--- src/rtl/decode_nia_regfile.sv ---
// Decode-stage core: MIPS-I instruction decoder, next-instruction-address
// calculator and a 32x32 register file with three read ports and write bypass.
module decode_nia_regfile #(
  parameter string TAG = ""
) (
  input  logic        CLK,
  input  logic        RESET,
  input  logic [31:0] Instr,
  input  logic [31:0] Instr_PC,
  input  logic [31:0] Instr_PC_Plus4,
  input  logic [31:0] RegisterValue,
  input  logic        FWD_REQ_FREEZE,
  input  logic        comment1,
  input  logic [4:0]  RegA,
  input  logic [4:0]  RegB,
  input  logic [4:0]  RegC,
  output logic [31:0] DataA,
  output logic [31:0] DataB,
  output logic [31:0] DataC,
  input  logic [4:0]  WriteReg,
  input  logic [31:0] WriteData,
  input  logic        Write,
  output logic        Link,
  output logic        RegDest,
  output logic        Jump,
  output logic        Branch,
  output logic        MemRead,
  output logic        MemWrite,
  output logic        ALUSrc,
  output logic        RegWrite,
  output logic        JumpRegister,
  output logic        SignOrZero,
  output logic        Syscall,
  output logic [5:0]  ALUControl,
  output logic [31:0] NextInstructionAddress
);

  localparam int unsigned DATA_W = 32;
  localparam int unsigned NUM_REGS = 32;

  localparam logic [5:0] OP_SPECIAL = 6'h00;
  localparam logic [5:0] OP_REGIMM  = 6'h01;
  localparam logic [5:0] OP_J       = 6'h02;
  localparam logic [5:0] OP_JAL     = 6'h03;
  localparam logic [5:0] OP_BEQ     = 6'h04;
  localparam logic [5:0] OP_BNE     = 6'h05;
  localparam logic [5:0] OP_BLEZ    = 6'h06;
  localparam logic [5:0] OP_BGTZ    = 6'h07;
  localparam logic [5:0] OP_ADDI    = 6'h08;
  localparam logic [5:0] OP_ADDIU   = 6'h09;
  localparam logic [5:0] OP_SLTI    = 6'h0A;
  localparam logic [5:0] OP_SLTIU   = 6'h0B;
  localparam logic [5:0] OP_ANDI    = 6'h0C;
  localparam logic [5:0] OP_ORI     = 6'h0D;
  localparam logic [5:0] OP_XORI    = 6'h0E;
  localparam logic [5:0] OP_LUI     = 6'h0F;
  localparam logic [5:0] OP_LB      = 6'h20;
  localparam logic [5:0] OP_LH      = 6'h21;
  localparam logic [5:0] OP_LW      = 6'h23;
  localparam logic [5:0] OP_LBU     = 6'h24;
  localparam logic [5:0] OP_LHU     = 6'h25;
  localparam logic [5:0] OP_SB      = 6'h28;
  localparam logic [5:0] OP_SH      = 6'h29;
  localparam logic [5:0] OP_SW      = 6'h2B;
  localparam logic [5:0] OP_LL      = 6'h30;
  localparam logic [5:0] OP_SC      = 6'h38;

  localparam logic [5:0] FN_JR      = 6'h08;
  localparam logic [5:0] FN_JALR    = 6'h09;
  localparam logic [5:0] FN_SYSCALL = 6'h0C;

  localparam logic [4:0] RT_BLTZ    = 5'h00;
  localparam logic [4:0] RT_BGEZ    = 5'h01;
  localparam logic [4:0] RT_BLTZAL  = 5'h10;
  localparam logic [4:0] RT_BGEZAL  = 5'h11;

  localparam logic [5:0] ALU_ADDU   = 6'b100001;

  logic [5:0] op;
  logic [5:0] funct;
  logic [4:0] rt;

  assign op    = Instr[31:26];
  assign funct = Instr[5:0];
  assign rt    = Instr[20:16];

  // Debug-only inputs carry no function in hardware.
  logic unused_ok;
  assign unused_ok = ^{comment1, Instr_PC, (TAG == "")};

  // Instruction decode
  always_comb begin
    Link         = 1'b0;
    RegDest      = 1'b0;
    Jump         = 1'b0;
    Branch       = 1'b0;
    MemRead      = 1'b0;
    MemWrite     = 1'b0;
    ALUSrc       = 1'b0;
    RegWrite     = 1'b0;
    JumpRegister = 1'b0;
    SignOrZero   = 1'b0;
    Syscall      = 1'b0;
    ALUControl   = 6'b000000;

    case (op)
      OP_SPECIAL: begin
        // The all-zero word is treated as unsupported rather than SLL $0.
        if (Instr != 32'h0000_0000) begin
          case (funct)
            6'h00, 6'h02, 6'h03, 6'h04, 6'h06, 6'h07,
            6'h20, 6'h21, 6'h22, 6'h23, 6'h24, 6'h25,
            6'h26, 6'h27, 6'h2A, 6'h2B: begin
              RegDest    = 1'b1;
              RegWrite   = 1'b1;
              ALUControl = funct;
            end
            FN_JR: begin
              Jump         = 1'b1;
              JumpRegister = 1'b1;
              Branch       = 1'b1;
              ALUControl   = funct;
            end
            FN_JALR: begin
              Link         = 1'b1;
              RegDest      = 1'b1;
              Jump         = 1'b1;
              JumpRegister = 1'b1;
              Branch       = 1'b1;
              RegWrite     = 1'b1;
              ALUControl   = funct;
            end
            FN_SYSCALL: begin
              Syscall    = 1'b1;
              ALUControl = funct;
            end
            default: ;
          endcase
        end
      end
      OP_REGIMM: begin
        case (rt)
          RT_BLTZ, RT_BGEZ: begin
            Branch     = 1'b1;
            ALUControl = ALU_ADDU;
          end
          RT_BLTZAL, RT_BGEZAL: begin
            Branch     = 1'b1;
            Link       = 1'b1;
            RegWrite   = 1'b1;
            ALUControl = ALU_ADDU;
          end
          default: ;
        endcase
      end
      OP_J: begin
        Jump       = 1'b1;
        Branch     = 1'b1;
        ALUControl = ALU_ADDU;
      end
      OP_JAL: begin
        Jump       = 1'b1;
        Branch     = 1'b1;
        Link       = 1'b1;
        RegWrite   = 1'b1;
        ALUControl = ALU_ADDU;
      end
      OP_BEQ, OP_BNE, OP_BLEZ, OP_BGTZ: begin
        Branch     = 1'b1;
        ALUControl = ALU_ADDU;
      end
      OP_ADDI, OP_ADDIU, OP_SLTI, OP_SLTIU: begin
        ALUSrc     = 1'b1;
        RegWrite   = 1'b1;
        SignOrZero = 1'b1;
        case (op)
          OP_ADDI:  ALUControl = 6'b100000;
          OP_ADDIU: ALUControl = 6'b100001;
          OP_SLTI:  ALUControl = 6'b101010;
          default:  ALUControl = 6'b101011;
        endcase
      end
      OP_ANDI, OP_ORI, OP_XORI, OP_LUI: begin
        ALUSrc   = 1'b1;
        RegWrite = 1'b1;
        case (op)
          OP_ANDI: ALUControl = 6'b100100;
          OP_ORI:  ALUControl = 6'b100101;
          OP_XORI: ALUControl = 6'b100110;
          default: ALUControl = 6'b001111;
        endcase
      end
      OP_LB, OP_LH, OP_LW, OP_LBU, OP_LHU: begin
        MemRead    = 1'b1;
        ALUSrc     = 1'b1;
        RegWrite   = 1'b1;
        SignOrZero = 1'b1;
        ALUControl = ALU_ADDU;
      end
      OP_SB, OP_SH, OP_SW: begin
        MemWrite   = 1'b1;
        ALUSrc     = 1'b1;
        SignOrZero = 1'b1;
        ALUControl = ALU_ADDU;
      end
      // LL/SC are routed to the syscall path for emulation by the ID stage.
      OP_LL: begin
        Syscall    = 1'b1;
        MemRead    = 1'b1;
        RegWrite   = 1'b1;
        ALUControl = 6'b101000;
      end
      OP_SC: begin
        Syscall    = 1'b1;
        MemWrite   = 1'b1;
        RegWrite   = 1'b1;
        ALUControl = 6'b110110;
      end
      default: ;
    endcase
  end

  // Next instruction address; a forwarding freeze holds the sequential path.
  logic [31:0] branch_offset;
  assign branch_offset = {{14{Instr[15]}}, Instr[15:0], 2'b00};

  always_comb begin
    NextInstructionAddress = Instr_PC_Plus4;
    if (FWD_REQ_FREEZE) begin
      NextInstructionAddress = Instr_PC_Plus4;
    end else if (Jump && JumpRegister) begin
      NextInstructionAddress = RegisterValue;
    end else if (Jump) begin
      NextInstructionAddress = {Instr_PC_Plus4[31:28], Instr[25:0], 2'b00};
    end else if (Branch) begin
      NextInstructionAddress = DATA_W'(Instr_PC_Plus4 + branch_offset);
    end
  end

  // Register file storage
  logic [DATA_W-1:0] regs [NUM_REGS];
  logic              wr_en;

  assign wr_en = Write && RESET && (WriteReg != 5'd0);

  always_ff @(posedge CLK or negedge RESET) begin
    if (!RESET) begin
      for (int i = 0; i < int'(NUM_REGS); i++) begin
        regs[i] <= '0;
      end
    end else if (wr_en) begin
      regs[WriteReg] <= WriteData;
    end
  end

  function automatic logic [DATA_W-1:0] read_port(input logic [4:0] addr);
    if (addr == 5'd0) begin
      return '0;
    end else if (wr_en && (WriteReg == addr)) begin
      return WriteData;
    end else begin
      return regs[addr];
    end
  endfunction

  assign DataA = read_port(RegA);
  assign DataB = read_port(RegB);
  assign DataC = read_port(RegC);

endmodule

--- config.mk ---
export PLATFORM = sky130hd
export DESIGN_NAME = decode_nia_regfile
export DESIGN_NICKNAME = d
export VERILOG_FILES = /design/src/rtl/decode_nia_regfile.sv
export SDC_FILE = /design/constraint.sdc
export NUM_CORES = 2
export LEC_CHECK = 0
export BUFFER_PORTS_ARGS = -buffer_cell sky130_fd_sc_hd__buf_2
export CELL_PAD_IN_SITES_DETAIL_PLACEMENT = 1
export CELL_PAD_IN_SITES_GLOBAL_PLACEMENT = 2
export CORE_MARGIN = 3
export CORE_UTILIZATION = 35
export DETAILED_ROUTE_END_ITERATION = 16
export PLACE_DENSITY = 0.7
export SLEW_MARGIN = 20
export SYNTH_ARGS = -nofsm -noshare
export SYNTH_HDL_FRONTEND = slang
export SYNTH_SLANG_ARGS = --single-unit
--- constraint.sdc ---
create_clock -name CLK -period 4 [get_ports CLK]
set_clock_uncertainty 0.2 [all_clocks]
set_input_delay 0.4 -clock CLK [delete_from_list [all_inputs] [get_ports CLK]]
set_output_delay 0.4 -clock CLK [all_outputs]
set_load 0.02 [all_outputs]
Word level (Yosys, flattened, before mapping)

Index checks and enable logic that the tools add are counted.

Add/subtract/negate cells: 1
$lt $le $gt $ge: 5
Eq/ne operators: 49
Muxes and demuxes: 49
Bitwise logic cells: 4
Reduce and logical (&&, ||, !) cells: 31

Operators by type and width:

| kind                                                             | number |
|---|---|
| 1024-bit bitwise mux                                             | 1 |
| 32-bit two-way mux                                               | 17 |
| 32-bit binary-select mux with 5-bit select                       | 3 |
| 32-bit demux with 5-bit select                                   | 1 |
| 6-bit == test (second input constant)                            | 20 |
| 6-bit by 4-bit == test with 1-bit output (second input constant) | 11 |
| 6-bit by 3-bit == test with 1-bit output (second input constant) | 7 |
| 6-bit case mux with 7 select lines                               | 1 |
| 32-bit adder                                                     | 1 |
| 32-bit nonzero test                                              | 1 |
| 16-bit OR reduction                                              | 2 |
| 6-bit by 2-bit == test with 1-bit output (second input constant) | 4 |
| 6-bit greater-or-equal comparator (second input constant)        | 4 |
| 5-bit NOT with 6-bit output                                      | 4 |
| 5-bit zero test                                                  | 4 |
| 19-bit OR reduction                                              | 1 |
| 6-bit two-way mux                                                | 3 |
| 6-bit case mux with 3 select lines                               | 1 |
| 17-bit OR reduction                                              | 1 |
| 1-bit two-way mux                                                | 16 |
| 4-bit OR reduction                                               | 4 |
| 5-bit == test                                                    | 3 |
| 14-bit OR reduction                                              | 1 |
| 6-bit zero test                                                  | 2 |
| 12 further kinds                                                 | 26 |

Register bits after elaboration: 1,024
Bits of input ports: 185

Depth between registers and ports, before layout

Depth after elaboration: 9
Mapped depth: 11
Mapped depth without buffers: 10

Least setup slack after synthesis

No wires, ideal clock.

Path kind: input to output
Start point: input Instr[9]
End point: output NextInstructionAddress[25]
Arrival: 2,844 ps
Path slack: 556 ps
Stages on the path: 10
Path buffers: 1
Cell sequence: ha_1 clkbuf_1 nand3_1 or3_1 nor3_1 o21ai_0 a211oi_1 xor2_1 a21oi_1 o21ai_0

Longest elaborated chain between the ends: 7
Elaborated cells between the ends (all ways): 11

RTL lines:

| what                                                 | RTL line | source |
|---|---|---|
| from (decl)                                          | 8        | `input logic [31:0] Instr,` |
| branches (longest 5 deep; another with 32-bit adder) | n/a      |  |
| 32-bit two-way mux (*)                               | 231      | `end else if (Jump && JumpRegister) begin` |
| 32-bit two-way mux (*)                               | 229      | `if (FWD_REQ_FREEZE) begin` |
| to (decl)                                            | 35       | `output logic [31:0] NextInstructionAddress` |

Every way passes the cells marked *.

Worst setup path in the final report

Start point: input Instr[2]
End point: output NextInstructionAddress[21]

Longest elaborated chain between the ends: 9
Elaborated cells between the ends (all ways): 15

RTL lines:

| what                                                 | RTL line |
|---|---|
| branches (longest 7 deep; another with 32-bit adder) | n/a |
| 32-bit two-way mux (*)                               | 231 |
| 32-bit two-way mux (*)                               | 229 |

Marked as above.

==> impl_metrics.yaml <==
clocking:
  clk_path_buf_depth: 3
  cts_buffers: 117
  cts_tree: "done"
  h-tree-depth: 3
  cts_num_sinks: 1024
  clk_pin_slew_ns: 0.06
  clk_latency_ns: 0.76
  ctsRootBufferMaster: "clkbuf_16"
sta:
  post-route-period-util_pct: 96.1
  finalHoldViolCount: 0
  worst_slew_pin_slew_ns: 1.21
  fin_setup_tns_ns: 0
  fmaxAchievable_mhz: 260
  min_period_ns: 3.85
  maxSlewViolCount: 0
  slew_headroom_pct: 19.3
  setup_viol: 0
  rsz0062_at_grt: "false"
  holdWs_ns: 0.0823
floorplan:
  die_h_um: 441
  row_count: 159
  die_x_um: 441
  num_io_pins: 330
  die-area_um2: 195000
  coreArea_um2: 188000
  start_util_pct: 35.3
logic_synthesis:
  seq_area_frac_synth_pct: 38.6
  ys_ff_latch: 1024
  syn_area_um2: 66300
  synth_cell_types: 78
  synth_warnings: 0
  syn-num-nets: 4691
  synthMuxAreaShare_pct: 50.1
  synth_top_family_by_area: "multiplexers"
  synth_ff_type: "dfrtp_1"
  synthCells: 4476
  synth_xor_area_share_pct: 0.449
  async_flop_share_pct: 100
  synthAdderAreaFrac_pct: 0.577
  avgSynthCellArea_um2: 14.8
  synth_edf_count: 0
  synth_compound_area_share_pct: 4.30
  synth-simple-area-share_pct: 2.65
power_and_ir_drop:
  ir_drop_v: 0.000390
  leakagePower_nw: 32.6
  power_density_nw_per_um2: 417
status:
  status: "finished clean"
global_routing:
  grt_remaining_overflow: 0
  grt_max_degree: 153
  antenna_found_initial: 10
  grt_usage_pct: 24.6
  grt_pass1_vias: 48501
  grt_pass1_wl_um: 352000
route:
  dr.pass1.iters: 7
  vias: 45503
  vias_per_cell: 6.29
  wl_per_cell_um: 33.4
  antenna_left: 0
  drt-initial-drc-count: 3682
  drc: 0
  routed_wl_um: 241000
placement:
  place_area_um2: 72200
  portBuffers: 296
  hpwl_um: 153000
  place_inst: 7004
  place.gp.congestion: 0.845
final_layout:
  layoutNonFillerInstCount: 7238
  largest_register_ffs: 1024
  top_regs: "regs (1024)"
  layout-drive-gt1-share_pct: 56.9
  final_cell_area_um2: 76400
  final_core_util_pct: 40.6
  nets: 4847
  area_growth_pct: 15.1
  regMostFlops: "regs"
min_path:
  worstHoldPathType: "in -> reg"
critical_path:
  crit_slowest_cell: "or4_1"
  cp.arrival_ns: 3.25
  critical-path-top-delay-family: "simple AND/OR/NAND/NOR gates"
  path_buf_inv: 3
  cp_cell_sequence: "buf_2 -> or4_1 -> or3_4 -> o211ai_4 -> nand2_1 -> buf_4 -> nand2_1 -> a21oi_1 -> o41ai_1 -> o22a_1 -> buf_2"
  required_ns: 3.40
  worstSetupPathType: "in -> out"
  crit_path_start_kind: "primary input"
  cp-end-kind: "output port"
  worstPathMaxFanout: 7
  max_stage_delay_ns: 0.64
run:
  drv_cap: 0
cells in the mapped netlist (3+ instances only):
cell,instances,area (um2)
o21ai_1,4,20.0
mux4_2,902,20300
xnor2_1,15,131
buf_2,128,641
o21ai_0,42,210
clkbuf_1,326,1220
o21a_1,10,75.1
a21oi_1,99,495
mux2_2,983,11100
inv_1,8,30.0
nor2b_1,43,269
o221ai_1,13,114
buf_1,74,278
o31ai_1,4,30.0
nand3_1,12,60.1
nor3_1,12,60.1
a22o_1,3,26.3
o22a_1,3,26.3
o32ai_1,3,26.3
a22oi_1,3,22.5
nand4_1,6,37.5
a21o_1,20,150
o211ai_1,4,30.0
nor2_1,147,552
nor3b_1,7,52.6
or3_1,11,68.8
nand2_1,77,289
xor2_1,19,166
or4_1,6,45.0
dfrtp_1,1024,25600
nand2b_1,4,25.0
o21bai_1,5,37.5
ha_1,29,363
and3_1,9,56.3
a211oi_1,164,1230
mux2_1,10,113
or2_2,4,25.0
a221o_1,5,50.1
nand3b_1,7,52.6
nor4_1,6,37.5
a31oi_1,7,43.8
mux2i_1,171,1710
cell usage in the layout, fill, tap and decap left out, types with 7 or more instances in the layout:
master     netlist  routed
dfrtp_1       1024    1024
mux2_2         983     983
mux4_2         902     902
buf_2          128     280
buf_4            0     185
mux2i_1        171     171
a211oi_1       164     163
nor2_1         147     127
clkbuf_16        0     117
a21oi_1         99      99
buf_12           0      84
nand2_1         77      69
nor2b_1         43      43
o21ai_0         42      42
clkinv_2         0      30
ha_1            29      29
clkbuf_1       326      27
clkbuf_8         0      22
a21o_1          20      20
nor2_4           0      20
xor2_1          19      19
bufinv_16        0      17
xnor2_1         15      15
o221ai_1        13      13
or3_1           11      11
nor3_1          12      11
nand3_1         12      11
o21a_1          10      10
mux2_1          10      10
and3_1           9       9
inv_1            8       8
nand2_4          0       8
nand3b_1         7       7
nor3b_1          7       7
a31oi_1          7       7
buf_8            0       7
area by class of cell:
| class | instances | area [um2] |
|---|---|---|
| Tap cell | 2495 | 3120 |
| Fill cell | 18771 | 112000 |
| Antenna cell | 6 | 15.0 |
| Multi-Input combinational cell | 2912 | 38800 |
| Clock buffer | 163 | 3290 |
| Inverter | 11 | 41.3 |
| Clock inverter | 61 | 821 |
| Timing Repair Buffer | 566 | 4690 |
| Sequential cell | 1024 | 25600 |
per-layer routing:
metal	GRT usage, %	up-vias	wire length, um
met2	39.6	1547	115000
met5	0	-	0
li1	-	18295	-
met3	3.90	371	13800
met1	34.4	25290	105000
met4	7.55	0	7750
path summary, 6_finish.rpt:
path | start | to | slack (ns) | cells after the start
setup / recovery | Instr[2] | NextInstructionAddress[21] | 0.15 | 11
hold / removal | WriteData[14] | regs[974] | 0.08 | 2
setup reg to reg | regs[619] | regs[619] | 2.96 | 1
hold reg to reg | regs[1018] | regs[1018] | 0.22 | 0
max in group asynchronous | RESET | regs[700] | 0.99 | 5
min in group asynchronous | RESET | regs[555] | 0.21 | 3
report_power, final:
part / switching [W] / internal [W]
logic: 0.00319 / 0.00407
clock network: 0.00477 / 0.00684
registers: 0.00131 / 0.0117
cell families after synthesis:
family | Yosys count
adder cells (fa/ha/maj) | 30
multiplexers | 2066
flip-flops | 1024
AND/OR/NAND/NOR | 366
AO/OA/AOI/OAI | 416
XOR/XNOR | 34
buffers and inverters | 540
stage by stage:
| stage | setup WS (ns) | power (W) |
|---|---|---|
| after global placement | 0.0925 | 0.0201 |
| after global routing | 0.0169 | 0.0332 |
| final | 0.155 | 0.0319 |
| after detailed placement | 0.0912 | 0.0204 |
| after CTS | 0.0785 | 0.0321 |
| after floorplan | 0.556 | 0.0179 |
repair_timing:
action                                  4_1_cts  5_1_grt
buffers inserted                              0        1
hold buffers                                  3        0
endpoints found under the setup margin        0        5
gates resized for setup                       0        3
hold endpoints to repair                    276        0
No activity file was read; power rests on OpenSTA's default activity.
